<file path="src/rtl/clock_div_multi.sv">
// clock_div_multi: per-channel tick strobe and 50% square output with glitch-free runtime divisors
module clock_div_multi #(
    parameter int CHANNELS = 2,
    parameter int WIDTH = 32
) (
    input  logic                      clk,
    input  logic                      rst,
    input  logic                      en,
    input  logic                      sync,
    input  logic [CHANNELS*WIDTH-1:0] div,
    output logic [CHANNELS-1:0]       tick,
    output logic [CHANNELS-1:0]       out
);
    localparam logic [WIDTH-1:0] ONE = WIDTH'(1);
    genvar i;
    generate
        for (i = 0; i < CHANNELS; i++) begin : ch
            logic [WIDTH-1:0] cnt;
            logic [WIDTH-1:0] div_act;
            logic [WIDTH-1:0] div_new;
            logic             wrap;
            assign div_new = div[i*WIDTH +: WIDTH];
            assign wrap    = cnt == div_act - ONE;
            // sync restarts, !en freezes, idle loads the shadow divisor, otherwise count and reload at wrap
            always_ff @(posedge clk or posedge rst) begin
                if (rst) begin
                    cnt     <= '0;
                    div_act <= '0;
                    tick[i] <= 1'b0;
                    out[i]  <= 1'b0;
                end else if (sync || (en && div_act == '0)) begin
                    cnt     <= '0;
                    div_act <= div_new;
                    tick[i] <= 1'b0;
                    out[i]  <= 1'b0;
                end else if (!en) begin
                    tick[i] <= 1'b0;
                end else if (wrap) begin
                    cnt     <= '0;
                    div_act <= div_new;
                    tick[i] <= 1'b1;
                    out[i]  <= (div_new != '0) ? ~out[i] : 1'b0;
                end else begin
                    cnt     <= cnt + ONE;
                    tick[i] <= 1'b0;
                end
            end
        end
    endgenerate
endmodule

</file>
<file path="config.mk">
export PLATFORM = sky130hd
export DESIGN_NAME = clock_div_multi
export DESIGN_NICKNAME = d
export VERILOG_FILES = /design/src/rtl/clock_div_multi.sv
export SDC_FILE = /design/constraint.sdc
export NUM_CORES = 1
export LEC_CHECK = 0
export BUFFER_PORTS_ARGS = -buffer_cell sky130_fd_sc_hd__buf_2
export CORE_ASPECT_RATIO = 0.75
export CORE_UTILIZATION = 60
export DETAILED_ROUTE_END_ITERATION = 12
export GPL_ROUTABILITY_DRIVEN = 1
export PLACE_DENSITY = 0.84
export SYNTH_ARGS = -nofsm -noshare
export SYNTH_HDL_FRONTEND = slang
export SYNTH_SLANG_ARGS = --single-unit
</file>
<file path="constraint.sdc">
create_clock -name clk -period 5.9 [get_ports clk]
set_input_delay 1.18 -clock clk [delete_from_list [all_inputs] [get_ports clk]]
set_output_delay 1.18 -clock clk [all_outputs]
set_load 0.05 [all_outputs]
</file>
# --- Word-level counts from Yosys, hierarchy flattened ---
# Cells that the tools add are included.
classes:
  addsub: 4
  eq_ne: 2
  muxes: 26
  bitwise: 2
  n_reduce_logical: 14
op_table:
  columns: ["operator", "n"]
  rows:
  - ["$mux W32", 12]
  - ["$add A32 B1 Y32 const B", 2]
  - ["$eq A32 B32 Y1", 2]
  - ["$logic_not A32 Y1", 2]
  - ["$reduce_bool A32 Y1", 2]
  - ["$sub A32 B1 Y32 const B", 2]
  - ["$mux W1", 14]
  - ["$reduce_bool A2 Y1", 4]
  - ["$reduce_and A2 Y1", 2]
  - ["$logic_and A1 B1 Y1", 2]
  - ["$logic_or A1 B1 Y1", 2]
  - ["$not A1 Y1", 2]
totals:
  regBits: 132
  input_bits: 68
  output_inout_bits: 4

# --- Depth between registers and ports, before layout ---
depth:
  depth_word: 5
  depth_mapped: 16

# --- Least setup slack after synthesis ---
# Ideal clock, no wire load.
synth_timing:
  path_kind: "register -> register"
  startpoint: "register ch[0].div_act[1]"
  endpoint: "register ch[0].div_act[0]"
  setup_time_ps: 127
  arrival_ps: 4139
  t_required_ps: 5773
  setup_slack_ps: 1633
  path_stages_with_launch: 17
  n_path_buf: 6
  path_cell_list: "dfrtp_1 > clkbuf_1 > inv_1 > ha_1 > or4b_1 > clkbuf_1 > or4_1 > buf_2 > nor4_2 > o211ai_1 > or4_1 > or4_1 > buf_2 > a21oi_4 > buf_6 > buf_6 > mux2_1"
synth_between:
  elab_chain_len: 5
  elab_cells_between_ends: 9
  cone_classes: "1 x add/sub; 1 x eq/ne; 1 x mux; 6 x reduce/logical"
synth_lines:
  columns: ["element", "line_no", "source"]
  rows:
  - ["start: declaration", "19", "logic [WIDTH-1:0] div_act;"]
  - ["start signal: assignment", "33", "div_act <= div_new;"]
  - ["start signal: assignment", "40", "div_act <= div_new;"]
  - ["parallel branches: the longest is 5 deep, another holds $sub A32 B1 Y32", null, null]
# Parallel ways; which one is timed is not known.
# A chain may end at the register's enable or synchronous reset.

# --- Worst setup path after layout ---
layout_timing:
  startpoint: "register ch[0].div_act[7]"
  endpoint: "register ch[0].div_act[17]"
# The elaborated chain is that of the path after synthesis.

==> flow_summary.json <==
{
  "status": "completed",
  "final_antenna_net_count": 0,
  "overflow": 0,
  "synth_compound_area_share_pct": 14.1,
  "final-max-slew-violation-count": 0,
  "cts-root-buf": "clkbuf_16",
  "period_minus_slack_ps": 4740,
  "grt_pass1_wl_mm": 37.6,
  "synthSimpleGateAreaFrac_pct": 26.5,
  "hold_class": "flip-flop to flip-flop",
  "fp.dieH_um": 107,
  "async_flop_share_pct": 100,
  "critPathBufInv": 1,
  "clk_latency_ps": 430,
  "yosysSeqAreaShare_pct": 37.6,
  "whs_path_depth": 1,
  "total_power_mw": 2.52,
  "dr_total_vias": 8089,
  "power_density_nw_per_um2": 256,
  "grt_max_degree": 78,
  "synth_edf_count": 0,
  "vias_per_cell": 6.57,
  "fillers": 1081,
  "start_kind": "flip-flop",
  "r2r_cells": 10,
  "ys_seq_elements": 132,
  "ioPinCount": 72,
  "fp.coreArea_um2": 14000,
  "tightestPinTransition_ps": 1220,
  "setup_tns_ps": 0,
  "crit_family": "simple AND/OR/NAND/NOR gates",
  "synth_area_per_cell_um2": 9.00,
  "synth.top_cell.area_share_pct": 37.6,
  "crit_path_cell_trace": "nor4_2 -> nand4_2 -> nor3_1 -> xnor2_1 -> or4b_1 -> or4_1 -> or4_1 -> a21oi_4 -> buf_4 -> mux2_2",
  "maxCapViolCount": 0,
  "diodes": 0,
  "slowest_stage": "or4_1",
  "start_util_pct": 62.8,
  "numCtsBuffers": 17,
  "maxSlewHeadroom_pct": 18.2,
  "drc": 0,
  "first_iter_violations": 837,
  "wire_per_inst_um": 18.5,
  "path_depth": 10,
  "ys_top_cells_by_area": "dfrtp_1 (38%), mux2_2 (7.7%), xnor2_1 (5.3%), nor2_1 (3.6%), nand2_1 (3.3%)",
  "synthCells": 975,
  "crit_fanout": 39,
  "leakage_nw": 3.85,
  "synth_fa_ha_area_share_pct": 0.570,
  "layout_setup_ws_ps": 1160,
  "finalCritPeriodShare_pct": 80.3,
  "place_area_um2": 9230,
  "arrival_ps": 5050,
  "synth.net_count": 1047,
  "cts_setup_buffers": 0,
  "finalHoldViolCount": 0,
  "rsz0062_at_grt": "false",
  "hpwl_mm": 16.2,
  "cp_common_cell": "or4_1",
  "fin_area_um2": 9840,
  "post_cts_resized": 0,
  "cts_tree": "yes",
  "ys_warn_count": 0,
  "area_growth_pct": 12.2,
  "cp-end-kind": "flip-flop",
  "place_ws_ps": 1230,
  "ys.flop_type": "dfrtp_1",
  "die_w_um": 142,
  "skew_ps": 11.7,
  "worstPathRequired_ps": 6210,
  "finalWirelength_mm": 22.8,
  "cts_buffer_depth": 2,
  "path_clk_slew_ps": 70,
  "synth_top_family_by_area": "simple AND/OR/NAND/NOR gates",
  "synth_area_leader_cell": "dfrtp_1",
  "port-buffer-count": 71,
  "multi_input_area_um2": 5140,
  "setup_viol": 0,
  "path_class": "flip-flop to flip-flop",
  "vdd_drop_max_mv": 0.207,
  "ff_latch_area_um2": 3300,
  "slowest_delay_ps": 630,
  "antenna_found_initial": 0,
  "grt_pass1_vias": 7352,
  "std_cell_rows": 37,
  "timing.fmax_mhz": 211,
  "yosys-mux-area-fraction_pct": 8.88,
  "first_pass_iters": 6,
  "drive_above_1_share_pct": 19.3,
  "synth_xor_area_share_pct": 8.39,
  "fin_util_pct": 70.4,
  "ctsHoldBuffers": 0,
  "synth_cell_types": 75,
  "layout.nets": 1095,
  "h-tree-depth": 4,
  "synth_area_um2": 8770,
  "track_usage_pct": 31.6,
  "place.gp.congestion": 0.994,
  "die_area_um2": 15100,
  "cts.sinks": 132
}
flip-flops by register name, indices dropped and copies added (netlist names):
register,flops
tick,2
out,2
ch.cnt,64
ch.div_act,64
layout by cell type, fill, tap and decap left out, types with 18 or more instances in the layout:
master	Yosys	layout
a21oi_1	28	27
nor3_1	32	32
or4_1	18	18
nand4_1	25	25
nor2_1	83	82
dfrtp_1	132	132
xor2_1	31	31
o21ai_0	32	32
mux2_2	60	60
inv_1	26	25
or3_1	19	19
nand2_1	78	77
xnor2_1	53	53
nand3_1	51	51
buf_2	8	71
nor4_1	42	42
cell families after synthesis:
group                      after synthesis
and+or+nand+nor                        432
AOI/OAI and AO/OA                      173
DFF                                    132
xor gates and xnor gates                84
buffers and inverters                   80
muxes                                   70
adders and majority gates                4
worst paths after layout:
check	endpoint	start	slack (ps)
max in group asynchronous	tick[0]	rst	3820
min	out[1]	out[1]	470
min reg2reg	out[1]	out[1]	470
max reg2reg	ch[0].div_act[17]	ch[0].div_act[7]	1160
min in group asynchronous	ch[1].cnt[30]	rst	880
max	ch[0].div_act[17]	ch[0].div_act[7]	1160
Yosys cell counts, drive strengths merged, types with 4 or more instances:
cell type,instances
dfrtp,132
nor2,83
nand2,78
mux2,63
xnor2,53
nand3,51
nor4,45
clkbuf,37
nor3,32
o21ai,32
xor2,31
a21oi,29
inv,26
nand4,26
or3,19
or4,19
buf,17
o311ai,15
and3,14
and2,12
a31oi,11
or2,11
a211oi,8
a22o,8
mux2i,7
nand2b,7
o31ai,7
and4,6
nor4b,6
o211ai,6
o22ai,6
a2111oi,4
a21o,4
a221o,4
a311oi,4
ha,4
nand3b,4
nor2b,4
o221ai,4
or4b,4
cell type report:
cell class | count | share of cell area [%]
multi-input cells | 763 | 52.2
flip-flops and latches | 132 | 33.6
repair buffers | 83 | 4.53
clock buffers | 18 | 4.36
well taps | 195 | 2.48
clock inverters | 14 | 1.83
inverters | 26 | 1.04
through the flow:
step | hold WS [ps] | std cells
after floorplan | 494 | 975
after global placement | 459 | 1199
after detailed placement | 461 | 1199
after CTS | 469 | 1231
after global routing | 513 | 1231
final | 467 | 1231
report_power, final:
group	switching (mW)	total, mW	internal [mW]
combinational	0.197	0.362	0.164
sequential	0.0994	1.06	0.959
clock	0.432	1.10	0.669
per-layer routing:
metal | GRT usage [%] | part of all wire, %
met1 | 47.7 | 46
met3 | 6.25 | 8.9
met4 | 9.91 | 2.0
met5 | 0 | 0
met2 | 45.3 | 43
No activity file was read; power rests on OpenSTA's default activity.
